[config.mk]
export PLATFORM = sky130hd
export DESIGN_NAME = i2c_txn_arbiter
export DESIGN_NICKNAME = d
export VERILOG_FILES = /design/src/rtl/i2c_txn_arbiter.sv
export SDC_FILE = /design/constraint.sdc
export NUM_CORES = 1
export LEC_CHECK = 0
export CAP_MARGIN = 20
export CORE_MARGIN = 2
export CORE_UTILIZATION = 55
export DETAILED_ROUTE_END_ITERATION = 10
export DONT_BUFFER_PORTS = 1
export HOLD_SLACK_MARGIN = 0.02
export PLACE_DENSITY = 0.75
export SYNTH_ARGS = -nofsm -noshare
export SYNTH_HDL_FRONTEND = slang
export SYNTH_SLANG_ARGS = --single-unit
[constraint.sdc]
create_clock -name clk -period 1.8 [get_ports clk]
set_clock_uncertainty 0.05 [all_clocks]
set_input_delay 0.36 -clock clk [delete_from_list [all_inputs] [get_ports clk]]
set_output_delay 0.36 -clock clk [all_outputs]
set_load 0.03 [all_outputs]
[src/rtl/i2c_txn_arbiter.sv]
// Two-port transaction arbiter in front of a shared multi-byte I2C master.
// Define I2C_ARB_RR_EN for round-robin tie breaking; the default is fixed priority with port 0 winning.
module i2c_txn_arbiter #(
  parameter int NREQ_BITS  = 1,
  parameter int GAP_CYCLES = 4
) (
  input  logic       clk,
  input  logic       rst,
  input  logic       r0_start,
  input  logic       r1_start,
  input  logic       r0_data_valid,
  input  logic       r1_data_valid,
  input  logic       r0_stop,
  input  logic       r1_stop,
  input  logic [7:0] r0_data,
  input  logic [7:0] r1_data,
  output logic       r0_data_req,
  output logic       r1_data_req,
  output logic       r0_busy,
  output logic       r1_busy,
  output logic       r0_grant,
  output logic       r1_grant,
  output logic       m_start,
  output logic       m_stop,
  output logic       m_data_valid,
  output logic [7:0] m_data_out,
  input  logic       m_data_req,
  input  logic       m_busy
);

  typedef enum logic [1:0] {
    S_IDLE,
    S_GRANT,
    S_ACTIVE,
    S_DRAIN
  } state_t;

  state_t               r_state;
  logic                 r_pend0;
  logic                 r_pend1;
  logic [NREQ_BITS-1:0] r_owner;
  logic                 r_grant0;
  logic                 r_grant1;
  logic                 r_m_start;
  logic                 r_gap_run;
  logic [7:0]           r_gap_cnt;
`ifdef I2C_ARB_RR_EN
  logic                 r_rr_ptr;
`endif

  logic w_req0;
  logic w_req1;
  logic w_pick1;
  logic w_own1;
  logic w_last;

  // A start seen in IDLE is arbitrated in the same cycle it lands in the pending latch.
  assign w_req0 = r_pend0 | r0_start;
  assign w_req1 = r_pend1 | r1_start;
  assign w_own1 = (r_owner != '0);

`ifdef I2C_ARB_RR_EN
  assign w_pick1 = w_req1 & (~w_req0 | r_rr_ptr);
`else
  assign w_pick1 = w_req1 & ~w_req0;
`endif

  assign w_last = (r_state == S_ACTIVE) &&
                  (w_own1 ? (r1_data_valid & r1_stop) : (r0_data_valid & r0_stop));

  // NOTE: all state is updated with non-blocking assignments so every branch sees pre-edge values.
  always_ff @(posedge clk) begin
    if (rst) begin
      r_state   <= S_IDLE;
      r_pend0   <= 1'b0;
      r_pend1   <= 1'b0;
      r_owner   <= '0;
      r_grant0  <= 1'b0;
      r_grant1  <= 1'b0;
      r_m_start <= 1'b0;
      r_gap_run <= 1'b0;
      r_gap_cnt <= 8'd0;
`ifdef I2C_ARB_RR_EN
      r_rr_ptr  <= 1'b0;
`endif
    end else begin
      r_m_start <= 1'b0;
      if (r0_start && !r_grant0) r_pend0 <= 1'b1;
      if (r1_start && !r_grant1) r_pend1 <= 1'b1;

      case (r_state)
        S_IDLE: begin
          if ((w_req0 || w_req1) && !m_busy) begin
            r_state   <= S_GRANT;
            r_owner   <= NREQ_BITS'(w_pick1);
            r_grant0  <= ~w_pick1;
            r_grant1  <= w_pick1;
            r_m_start <= 1'b1;
          end
        end

        S_GRANT: begin
          r_state <= S_ACTIVE;
          if (w_own1) r_pend1 <= 1'b0;
          else        r_pend0 <= 1'b0;
        end

        S_ACTIVE: begin
          if (w_last) begin
            r_state <= S_DRAIN;
`ifdef I2C_ARB_RR_EN
            r_rr_ptr <= ~w_own1;
`endif
          end
        end

        S_DRAIN: begin
          // Bus free time starts counting on the first cycle the master reports idle.
          if (r_gap_run) begin
            if (r_gap_cnt == 8'd1) begin
              r_state   <= S_IDLE;
              r_gap_run <= 1'b0;
              r_gap_cnt <= 8'd0;
              r_grant0  <= 1'b0;
              r_grant1  <= 1'b0;
            end else begin
              r_gap_cnt <= r_gap_cnt - 8'd1;
            end
          end else if (!m_busy) begin
            if (GAP_CYCLES == 0) begin
              r_state  <= S_IDLE;
              r_grant0 <= 1'b0;
              r_grant1 <= 1'b0;
            end else begin
              r_gap_run <= 1'b1;
              r_gap_cnt <= 8'(GAP_CYCLES);
            end
          end
        end

        default: r_state <= S_IDLE;
      endcase
    end
  end

  assign m_start  = r_m_start;
  assign r0_grant = r_grant0;
  assign r1_grant = r_grant1;
  assign r0_busy  = r_pend0 | r_grant0;
  assign r1_busy  = r_pend1 | r_grant1;

  // NOTE: every output gets a default before the case logic so no latch is inferred.
  always_comb begin
    m_data_valid = 1'b0;
    m_stop       = 1'b0;
    m_data_out   = 8'h00;
    r0_data_req  = 1'b0;
    r1_data_req  = 1'b0;
    if (r_state == S_ACTIVE) begin
      if (w_own1) begin
        m_data_valid = r1_data_valid;
        m_stop       = r1_stop;
        m_data_out   = r1_data;
        r1_data_req  = m_data_req;
      end else begin
        m_data_valid = r0_data_valid;
        m_stop       = r0_stop;
        m_data_out   = r0_data;
        r0_data_req  = m_data_req;
      end
    end
  end

endmodule

-- Word-level counts from Yosys, hierarchy flattened
Index checks and enable logic that the tools add are counted.
- add/subtract/negate cells: 1
- equality and inequality tests: 9
- multiplexer cells: 35
- bitwise logic cells: 10
- reductions and logical operators: 15
- operators with widths (operator ; number):
    8-bit 2-to-1 mux ; 5
    1-bit 2-to-1 mux ; 23
    8-bit by 1-bit equality test with 1-bit output (second input constant) ; 1
    2-bit 2-to-1 mux ; 4
    2-bit != test (second input constant) ; 4
    2-bit case mux with 4 select lines ; 1
    4-bit AND reduction ; 2
    8-bit by 1-bit subtractor with 8-bit output (second input constant) ; 1
    2-bit equality test (second input constant) ; 2
    1-bit logical AND ; 4
    1-bit bitwise OR ; 4
    1-bit case mux with 2 select lines ; 2
    2-bit AND reduction ; 2
    1-bit bitwise AND ; 3
    1-bit zero test ; 3
    1-bit inverter ; 3
    2-bit by 1-bit equality test with 1-bit output (second input constant) ; 1
    2-bit zero test ; 1
    2-bit by 1-bit != test with 1-bit output (second input constant) ; 1
    2-bit nonzero test ; 1
    2-bit OR reduction ; 1
    1-bit logical OR ; 1
- flip-flop bits (word level): 17
- input bits: 26
- output and inout port bits: 17
- logic and storage cells: 79

-- Longest topological paths before layout
- depth after elaboration: 6
- mapped depth: 6
- gate-level depth less buffers: 6

-- Worst setup path before layout
No wires, ideal clock.
- path type: register -> register
- start: register r_gap_cnt[0]
- end: register r_state[0]
- setup time: 0.115 ns
- arrival time: 1.671 ns
- data required time: 1.635 ns
- slack: -0.036 ns
- cell stages (with the launch flop): 6
- buffers on the path: 0
- period minus slack after synthesis: 1.836 ns
- path through: dfxtp_1 > ha_1 > or3b_2 > o31a_1 > o31a_1 > o21a_1
- word-level cells in the longest chain between the ends: 3
- RTL lines (what ; RTL line ; RTL):
    start, declared ; 46 ; logic [7:0] r_gap_cnt;
    start signal, assigned ; 127 ; r_gap_cnt <= r_gap_cnt - 8'd1;
    start signal, assigned ; 136 ; r_gap_cnt <= 8'(GAP_CYCLES);
    8-bit by 1-bit equality test with 1-bit output ; 120 ; if (r_gap_cnt == 8'd1) begin
    2-bit != test (no line) ; n/a ;
    4-bit AND reduction (no line) ; n/a ;
    end signal, assigned ; 121 ; r_state <= S_IDLE;
    end signal, assigned ; 131 ; r_state <= S_IDLE;
    end signal, assigned ; 141 ; default: r_state <= S_IDLE;
    end, declared ; 38 ; state_t r_state;
Every way passes these cells.
A chain may end at the register's enable or synchronous reset.

-- Worst setup path after layout
- start: register r_gap_cnt[1]
- end: register r_state[0]
The elaborated chain is that of the path after synthesis.

==> results.md <==
* Hold Violations, Final at 0
* Pwr dens at 1140 nW/µm²
* Hold WS at 0.0885 ns
* Post-synth EDFFs at 0
* Die ar. at 2440 µm²
* # rows at 16
* CP max-delay cell: or3b_4
* Clk root buf: clkbuf_4
* Relative slew margins at 0.739
* Cell area after layout at 1300 µm²
* Ys Warns at 0
* Crit end category: flop
* Critical Path AT at 1.93 ns
* Flops & latches, synth at 17
* Area fraction of the dominant cell type after synthesis at 0.300
* # setup viols final at 0
* Synth-to-Final Area Change at 14.8%
* Largest net degree at the start of global routing at 18
* Setup repair bufs after CTS at 0
* Setup ws final at 0.00459 ns
* Clock tree sinks at 17
* CTS tree: built
* Ports at 43
* Drt pass-1 iters at 4
* Syn nets at 168
* First-pass GRT wire length at 4020 µm
* Crit path max-delay family: compound AO/OA/AOI/OAI gates
* Setup TNS Final at 0 ns
* Setup Crit Path Kind: reg2reg
* Buffers & Inverters on Critical Path at 1
* Max Clock Freq at 0.557 GHz
* Largest area contributor in the netlist: dfxtp_1
* Initial antenna violation count at 0
* Total global-route track usage at 0.204
* Global route total overflow at 0
* Status: finished, final reports clean
* Max Root-Sink Buffers at 2
* Share of layout cells above drive strength 1 at 0.197
* Cells along the critical path: inv_1 -> ha_1 -> or3b_4 -> o31a_1 -> o31a_1 -> o21a_1
* Top-count cell post-synth: dfxtp_1
* CP max stage delay at 0.40 ns
* Final Net Count at 186
* Maxcap violations at 0
* CTS Buf Count at 3
* Slew @ Worst Pin at 0.391 ns
* Post-layout min period at 1.80 ns
* Vias in the first global route at 1055
* Worst-path clk slew at 0.09 ns
* Vias per cell at 5.47
* Distinct cells, synth at 34
* Top cells by area, synth: dfxtp_1 30%, mux2i_1 9.7%, ha_1 7.7%
* Top_reg_cell synth: dfxtp_1
* Final WL at 2260 µm
* Finished Core Util at 0.663
* Post-DP HPWL at 1850 µm
* Slew Limit Fails at 0
* H-tree levels at 1
* CP max FO at 5
* Async S/R FF share, synth at 0
* Antenna viol nets, final at 0
* Residual DRC at 0
* Placer Congestion at 0.863
* Fin crit share at 0.997
* Seq/Total Area, Yosys at 0.300
* Worst vdd ir at 814 µV
* RSZ-0062 raised after global routing: yes
* Post-DP Area at 1260 µm²
* Antenna cells at 0
* CP Data Required Time at 1.93 ns
* Hold crit path type: in2reg
* Clk Latency, worst-skew pair at 0.27 ns
* Width of the die at 49.4 µm
* Syn Inst Count at 135
* DR vias at 980
* CP most frequent cell: o31a_1
* IO buf count at 0
* Initial Util at 0.578
* DR WL/cell at 12.6 µm
* Post-Synthesis Cell Area at 1130 µm²
* Startpoint Class: flop
* Pre-CTS setup slack at -0.0260 ns
* Top cells by count, synth: 17 x dfxtp_1, 16 x nor2_1, 12 x nor2b_1
* Lkg Pwr at 0.539 nW
* Avg Inst Size Synth at 8.40 µm²
* Die height at 49.4 µm
* Core Region at 1960 µm²
* DR iter-0 viols at 19
state kept, by name, summed over array words and instances, names as in the netlist:
register   count
r_gap_cnt      8
r_state        2
r_pend1        1
r_pend0        1
r_owner        1
r0_grant       1
m_start        1
r_gap_run      1
r1_grant       1
cells in the final DEF (no fill, tap or decap), drive strengths merged, types with 2 or more instances in the layout:
cell and n:
nand3 4, nor2 16, o31a 3, nor2b 12
nand4 3, or2 2, a32o 2, nor4 3
nand2 5, ha 7, xor2 5, mux2i 11
clkbuf 4, nor3 5, buf 18, a21oi 5
o21ai 2, dfxtp 17, nand2b 2, o21a 4
inv 10
cell type report:
type | count | area (µm²)
Clock buffer | 4 | 26.3
Sequential cell | 17 | 343
Inverter | 10 | 37.5
Multi-Input combinational cell | 103 | 726
Fill cell | 168 | 661
Tap cell | 27 | 33.8
Timing Repair Buffer | 18 | 135
worst reg2reg max path: cells and delay by family, from the launching register on:
kind / cells / cell delay, ns
AND/OR/NAND/NOR: 1 / 0.40
adder cells (fa/ha/maj): 1 / 0.14
AO/OA/AOI/OAI: 3 / 0.71
flip-flops: 1 / 0.33
buffers and inverters: 1 / 0.06
cells by family after synthesis:
group                    count (synthesis)  share of synthesized area
AO/OA/AOI/OAI                           21                      0.134
adder cells (fa/ha/maj)                  7                     0.0773
flip-flops                              17                      0.300
multiplexers                            11                     0.0971
XOR/XNOR                                 5                     0.0386
AND/OR/NAND/NOR                         59                      0.279
buffers and inverters                   15                     0.0740
worst paths after layout:
kind | startpoint | cells after the start | endpoint | slack, ns
worst max-delay path | r_gap_cnt[1] | 6 | r_state[0] | 0.005
worst min-delay path | rst | 1 | m_start | 0.09
worst max register to register | r_gap_cnt[1] | 6 | r_state[0] | 0.005
worst min register to register | r_gap_cnt[2] | 2 | r_gap_cnt[2] | 0.47
repair_timing:
action | 4_1_cts | 5_1_grt
resized for setup | 3 | 2
endpoints found under the hold margin | 0 | 0
hold buffers | 0 | 0
endpoints found under the setup margin | 14 | 15
pin swaps | 1 | 0
routing by layer:
| layer | vias to the layer above | track usage | routed length [µm] |
|---|---|---|---|
| li1 | 506 | - | - |
| met1 | 437 | 0.218 | 948 |
| met2 | 35 | 0.403 | 1170 |
| met3 | 2 | 0.0276 | 121 |
| met4 | 0 | 0.0648 | 19 |
| met5 | - | 0 | 0 |
report_power, final:
group / switching (mW) / internal (mW)
combinational: 0.427 / 0.328
sequential: 0.0918 / 0.438
clock: 0.107 / 0.0857
total: 0.626 / 0.852
metrics by stage:
step | cells | total power [mW]
2_1_floorplan | 135 | 1.11
3_3_place_gp | 175 | 1.24
3_5_place_dp | 175 | 1.27
4_1_cts | 179 | 1.49
5_1_grt | 179 | 1.60
6_report | 179 | 1.48
Note: power is estimated with default switching activity, not from simulation.
